[config.mk]
export PLATFORM = sky130hd
export DESIGN_NAME = alu_logical_ex_stage
export DESIGN_NICKNAME = d
export VERILOG_FILES = /design/src/rtl/alu_logical_ex_stage.sv
export SDC_FILE = /design/constraint.sdc
export NUM_CORES = 1
export LEC_CHECK = 0
export CAP_MARGIN = 30
export CORE_ASPECT_RATIO = 1.2
export CORE_MARGIN = 3
export CORE_UTILIZATION = 40
export DETAILED_ROUTE_END_ITERATION = 8
export PLACE_DENSITY = 0.73
export SETUP_SLACK_MARGIN = 0.5
export SLEW_MARGIN = 20
export SYNTH_ARGS = -nofsm -noshare
export SYNTH_HDL_FRONTEND = slang
export SYNTH_HIERARCHICAL = 1
export SYNTH_SLANG_ARGS = --single-unit
[constraint.sdc]
create_clock -name clk -period 3 [get_ports clk]
set_clock_uncertainty 0.1 [all_clocks]
set_input_delay 0.75 -clock clk [delete_from_list [all_inputs] [get_ports clk]]
set_output_delay 0.75 -clock clk [all_outputs]
set_load 0.05 [all_outputs]
[src/rtl/alu_logical_ex_stage.sv]
// Two-stage elastic execute wrapper around the logical/shift ALU: S1 registers the
// decoded op and operands, S2 registers the ALU result toward writeback.

module alu_logical_shift (
  input  logic [2:0]  sel,
  input  logic [31:0] a,
  input  logic [31:0] b,
  output logic [31:0] y
);
  logic [4:0] shamt;

  assign shamt = b[4:0];

  always_comb begin
    y = '0;
    case (sel)
      3'b000:  y = a & b;
      3'b001:  y = a | b;
      3'b010:  y = a ^ b;
      3'b110:  y = a << shamt;
      3'b100:  y = $unsigned($signed(a) >>> shamt);
      3'b101:  y = a >> shamt;
      default: y = '0;
    endcase
  end
endmodule

module alu_logical_ex_stage #(
  parameter int TAG_W = 5,
  parameter int CNT_W = 16
) (
  input  logic             clk,
  input  logic             rst_n,
  input  logic             flush,
  input  logic             in_valid,
  output logic             in_ready,
  input  logic [2:0]       in_op,
  input  logic [31:0]      in_a,
  input  logic [31:0]      in_b,
  input  logic [TAG_W-1:0] in_tag,
  output logic             out_valid,
  input  logic             out_ready,
  output logic [31:0]      out_result,
  output logic [TAG_W-1:0] out_tag,
  output logic             out_err,
  output logic [CNT_W-1:0] retired_cnt
);
  localparam logic [CNT_W-1:0] CNT_ONE = {{(CNT_W-1){1'b0}}, 1'b1};

  logic             s1_valid_q, s1_valid_d;
  logic [2:0]       s1_op_q, s1_op_d;
  logic [31:0]      s1_a_q, s1_a_d;
  logic [31:0]      s1_b_q, s1_b_d;
  logic [TAG_W-1:0] s1_tag_q, s1_tag_d;

  logic             s2_valid_q, s2_valid_d;
  logic [31:0]      s2_result_q, s2_result_d;
  logic [TAG_W-1:0] s2_tag_q, s2_tag_d;
  logic             s2_err_q, s2_err_d;

  logic [CNT_W-1:0] retired_cnt_q, retired_cnt_d;

  logic        s2_free, s1_adv, accept, consume;
  logic [2:0]  alu_sel;
  logic        op_err;
  logic [31:0] alu_out;

  assign s2_free  = !s2_valid_q || out_ready;
  assign s1_adv   = s1_valid_q && s2_free;
  assign in_ready = !s1_valid_q || s2_free;
  assign accept   = in_valid && in_ready;
  assign consume  = s2_valid_q && out_ready;

  always_comb begin
    alu_sel = 3'b000;
    op_err  = 1'b0;
    case (s1_op_q)
      3'd0:    alu_sel = 3'b000;
      3'd1:    alu_sel = 3'b001;
      3'd2:    alu_sel = 3'b010;
      3'd3:    alu_sel = 3'b110;
      3'd4:    alu_sel = 3'b100;
      3'd5:    alu_sel = 3'b101;
      default: op_err  = 1'b1;
    endcase
  end

  alu_logical_shift u_alu (
    .sel (alu_sel),
    .a   (s1_a_q),
    .b   (s1_b_q),
    .y   (alu_out)
  );

  // flush beats every load; data registers may keep stale contents behind a cleared valid
  always_comb begin
    s1_valid_d = s1_valid_q;
    s1_op_d    = s1_op_q;
    s1_a_d     = s1_a_q;
    s1_b_d     = s1_b_q;
    s1_tag_d   = s1_tag_q;
    if (flush) begin
      s1_valid_d = 1'b0;
    end else if (accept) begin
      s1_valid_d = 1'b1;
      s1_op_d    = in_op;
      s1_a_d     = in_a;
      s1_b_d     = in_b;
      s1_tag_d   = in_tag;
    end else if (s1_adv) begin
      s1_valid_d = 1'b0;
    end
  end

  always_comb begin
    s2_valid_d  = s2_valid_q;
    s2_result_d = s2_result_q;
    s2_tag_d    = s2_tag_q;
    s2_err_d    = s2_err_q;
    if (flush) begin
      s2_valid_d = 1'b0;
    end else if (s1_adv) begin
      s2_valid_d  = 1'b1;
      s2_result_d = op_err ? 32'h0 : alu_out;
      s2_tag_d    = s1_tag_q;
      s2_err_d    = op_err;
    end else if (consume) begin
      s2_valid_d = 1'b0;
    end
  end

  // a consume in the flush cycle still counts; the counter saturates rather than wraps
  always_comb begin
    retired_cnt_d = retired_cnt_q;
    if (consume && (retired_cnt_q != {CNT_W{1'b1}})) begin
      retired_cnt_d = retired_cnt_q + CNT_ONE;
    end
  end

  always_ff @(posedge clk or negedge rst_n) begin
    if (!rst_n) begin
      s1_valid_q    <= 1'b0;
      s1_op_q       <= '0;
      s1_a_q        <= '0;
      s1_b_q        <= '0;
      s1_tag_q      <= '0;
      s2_valid_q    <= 1'b0;
      s2_result_q   <= '0;
      s2_tag_q      <= '0;
      s2_err_q      <= 1'b0;
      retired_cnt_q <= '0;
    end else begin
      s1_valid_q    <= s1_valid_d;
      s1_op_q       <= s1_op_d;
      s1_a_q        <= s1_a_d;
      s1_b_q        <= s1_b_d;
      s1_tag_q      <= s1_tag_d;
      s2_valid_q    <= s2_valid_d;
      s2_result_q   <= s2_result_d;
      s2_tag_q      <= s2_tag_d;
      s2_err_q      <= s2_err_d;
      retired_cnt_q <= retired_cnt_d;
    end
  end

  assign out_valid   = s2_valid_q;
  assign out_result  = s2_result_q;
  assign out_tag     = s2_tag_q;
  assign out_err     = s2_err_q;
  assign retired_cnt = retired_cnt_q;
endmodule

==> out/results.ini <==
[run_status]
status=completed

[power_and_ir_drop]
ir_drop_v=0.000421
pwr-share-comb_pct=54.5
cellLeakagePower_nw=7.09
swShare_pct=43.4
p_sw_mw=4.81
p_clk_share_pct=22.3
p_int_mw=6.28
powerDensity_mw_per_mm2=710
pwr-share-seq_pct=23.3

[detailed_routing]
via_per_inst=6.22
drt-total-wl_um=42900
drt-initial-drc-count=1250
final_antenna_net_count=0
vias=10809
wire_per_inst_um=24.7
route.detailed.drc=0
first_pass_iters=6

[clock_tree]
cts_root_buf=clkbuf_16
cts_sinks=128
tritoncts=yes
path_clk_slew_ns=0.06
clockBufferDepth=2
htree_num_levels=4
ctsHoldBuffers=0
clock_latency_ns=0.44
cts_made_buffers=17

[global_route]
grt_use_total_pct=27.7
first_global_vias=10302
grt_antenna_before_repair=0
grt_pass1_wl_um=63200
overflow=0
grt_max_degree=129

[timing]
hold_violations=0
fin_ws_ns=0.304
slew_headroom_pct=36.1
tightest_slew_ns=0.958
finalSetupViolCount=0
min_period_ns=2.70
max_freq_mhz=371
setup_tns_ns=0
drv_slew=0
timing.hold.ws_ns=0.335
rsz0062_at_grt=yes
post-route-period-util_pct=89.9

[setup_path]
setup.worst_path.end_class=flop
worstPathArrival_ns=2.93
critPathLaunchType=flop
required_ns=3.24
path_max_fanout=8
setup.worst_path.start=s1_op_q[2]$_DFFE_PN0P_
criticalPathCategory=flop to flop
rr_startpoint=s1_op_q[2]$_DFFE_PN0P_
r2r_slack_ns=0.30

[yosys]
synth.net_count=1293
synth-edff-count=0
synth_seq_cells=128
yosysSeqAreaShare_pct=28.8
synth_cell_types=78
ys.flop_type=dfrtp_1
syn_area_per_cell_um2=9.71
synth_area_mm2=0.0111
async_reset_ff_share_pct=100
syn_inst=1146
synth_warnings=6

[die]
row_count=66
boundaryPins=133
dieArea_mm2=0.0299
die_h_um=189
coreArea_mm2=0.0273
initial_utilization_pct=40.8
die_w_um=158

[hold_path]
hold_path_class=input pin to asynchronous set/reset pin

[final_layout]
n_antenna_cell=0
instances_no_fill=1737
layout-drive-gt1-share_pct=36.4
area_growth_syn_to_layout_pct=40.2
post-route-util_pct=57.3
final_nets=1531

[placement]
dp_hpwl_um=29500
place.gp.congestion=1.05
placed_cells_incl_taps=1633
place_ws_ns=0.0984
io_buffers=132

[job]
drv_cap=0

## path summary, 6_finish.rpt
check / end / cells past startpoint
max: out_result[12]$_DFFE_PN0P_ / 12
min: out_result[1]$_DFFE_PN0P_ / 2
max reg2reg: out_result[12]$_DFFE_PN0P_ / 12
min reg2reg: out_result[19]$_DFFE_PN0P_ / 2
max in group asynchronous: s1_b_q[1]$_DFFE_PN0P_ / 2
min in group clk: out_result[19]$_DFFE_PN0P_ / 2
## state kept, by name, summed over array words and instances (netlist names)
signal	flops
out_result	32
s1_a_q	32
s1_b_q	32
retired_cnt	16
out_tag	5
s1_tag_q	5
s1_op_q	3
out_err	1
out_valid	1
s1_valid_q	1
## power by group through the flow
stage / logic, mW / clock network [mW] / registers (mW)
3_3_place_gp: 4.96 / 0 / 2.61
5_1_grt: 6.30 / 2.58 / 2.62
3_5_place_dp: 4.97 / 0 / 2.63
4_1_cts: 5.50 / 2.50 / 2.57
6_report: 6.04 / 2.47 / 2.58
2_1_floorplan: 2.54 / 0 / 3.11
## metal layers
metal  part of all wire [%]  track usage, %  up-vias
li1                       -               -     4673
met1                     39            36.8     5282
met2                     47            43.8      691
met3                    8.1            5.01      163
met4                    5.7            12.6        0
met5                      0               0        -
## cells in the mapped netlist, drive strengths merged, types with 4 or more instances
library cell | instances | area (µm²)
a211o | 5 | 43.8
a211oi | 26 | 220
buf | 52 | 372
nand2b | 9 | 56.3
mux4 | 63 | 1430
dfrtp | 128 | 3200
and2 | 5 | 31.3
a22oi | 5 | 51.3
xor2 | 11 | 96.3
nor3 | 11 | 55.1
a32o | 4 | 40.0
nand3b | 34 | 255
o211ai | 14 | 105
a21oi | 57 | 297
o22ai | 23 | 144
mux2i | 45 | 463
nand3 | 22 | 120
or2 | 6 | 37.5
nand2 | 158 | 593
a2111oi | 6 | 58.8
inv | 70 | 263
ha | 70 | 876
nor2 | 73 | 290
nand4 | 5 | 37.5
o21ai | 35 | 175
nor4 | 4 | 37.5
mux2 | 83 | 938
nor2b | 13 | 88.8
clkbuf | 40 | 150
o221ai | 6 | 52.6
## cell usage in the layout (no fill, tap or decap), types with 9 or more instances in the layout
cell type / n
o211ai_1: 14
mux2i_1: 32
xor2_1: 11
a211oi_2: 12
nor2_1: 59
mux2_2: 81
a211oi_1: 14
nand3_1: 17
dfrtp_1: 125
nand2b_1: 9
clkbuf_16: 19
clkdlybuf4s50_1: 88
o22ai_1: 13
a21oi_2: 16
buf_6: 19
ha_1: 68
buf_12: 18
dlygate4sd2_1: 24
nor2b_1: 9
dlymetal6s2s_1: 18
mux2i_2: 11
mux4_2: 61
nand2_1: 148
o21ai_1: 14
a21oi_1: 37
o21ai_0: 16
nand3b_1: 34
buf_4: 128
inv_1: 67
## critical path, stage by stage (launching register included)
cell and delay (ns):
dfrtp_1 0.41, ha_4 0.27, nand2_4 0.06, and3_4 0.32
buf_12 0.16, buf_16 0.13, buf_12 0.10, a211oi_2 0.08
a21oi_4 0.20, o22ai_2 0.11, or4_1 0.49, nand3b_1 0.10
nand2_1 0.06
## cells by family (layout without fill, tap and decap cells)
kind of cell | count (synthesis) | after routing | synth area share, %
compound gates | 220 | 220 | 13.8
simple gates | 360 | 361 | 16.0
flops | 128 | 128 | 28.8
fa+ha+maj | 70 | 70 | 7.87
mux | 191 | 191 | 25.5
buf+inv | 164 | 414 | 7.12
xor+xnor | 13 | 13 | 1.02
## timing repair
action                     in CTS  in global routing
buffers inserted               33                 31
pin swaps                      48                 49
setup endpoints to repair      56                 50
gates cloned                    6                  2
resized for setup             156                 96
## cell type report
class / instances / area (µm²)
Clock buffer: 20 / 457
Timing Repair Buffer: 310 / 3140
Inverter: 72 / 279
Multi-Input combinational cell: 855 / 7870
Sequential cell: 128 / 3210
Fill cell: 2280 / 11600
Tap cell: 340 / 425
Clock inverter: 12 / 228
## through the flow
stage	cell area, µm²	total power, mW
6_report	15600	11.1
5_1_grt	15600	11.5
4_1_cts	14900	10.6
3_5_place_dp	13400	7.60
3_3_place_gp	13300	7.57
2_1_floorplan	11200	5.64
Note: power is estimated with default switching activity, not from simulation.
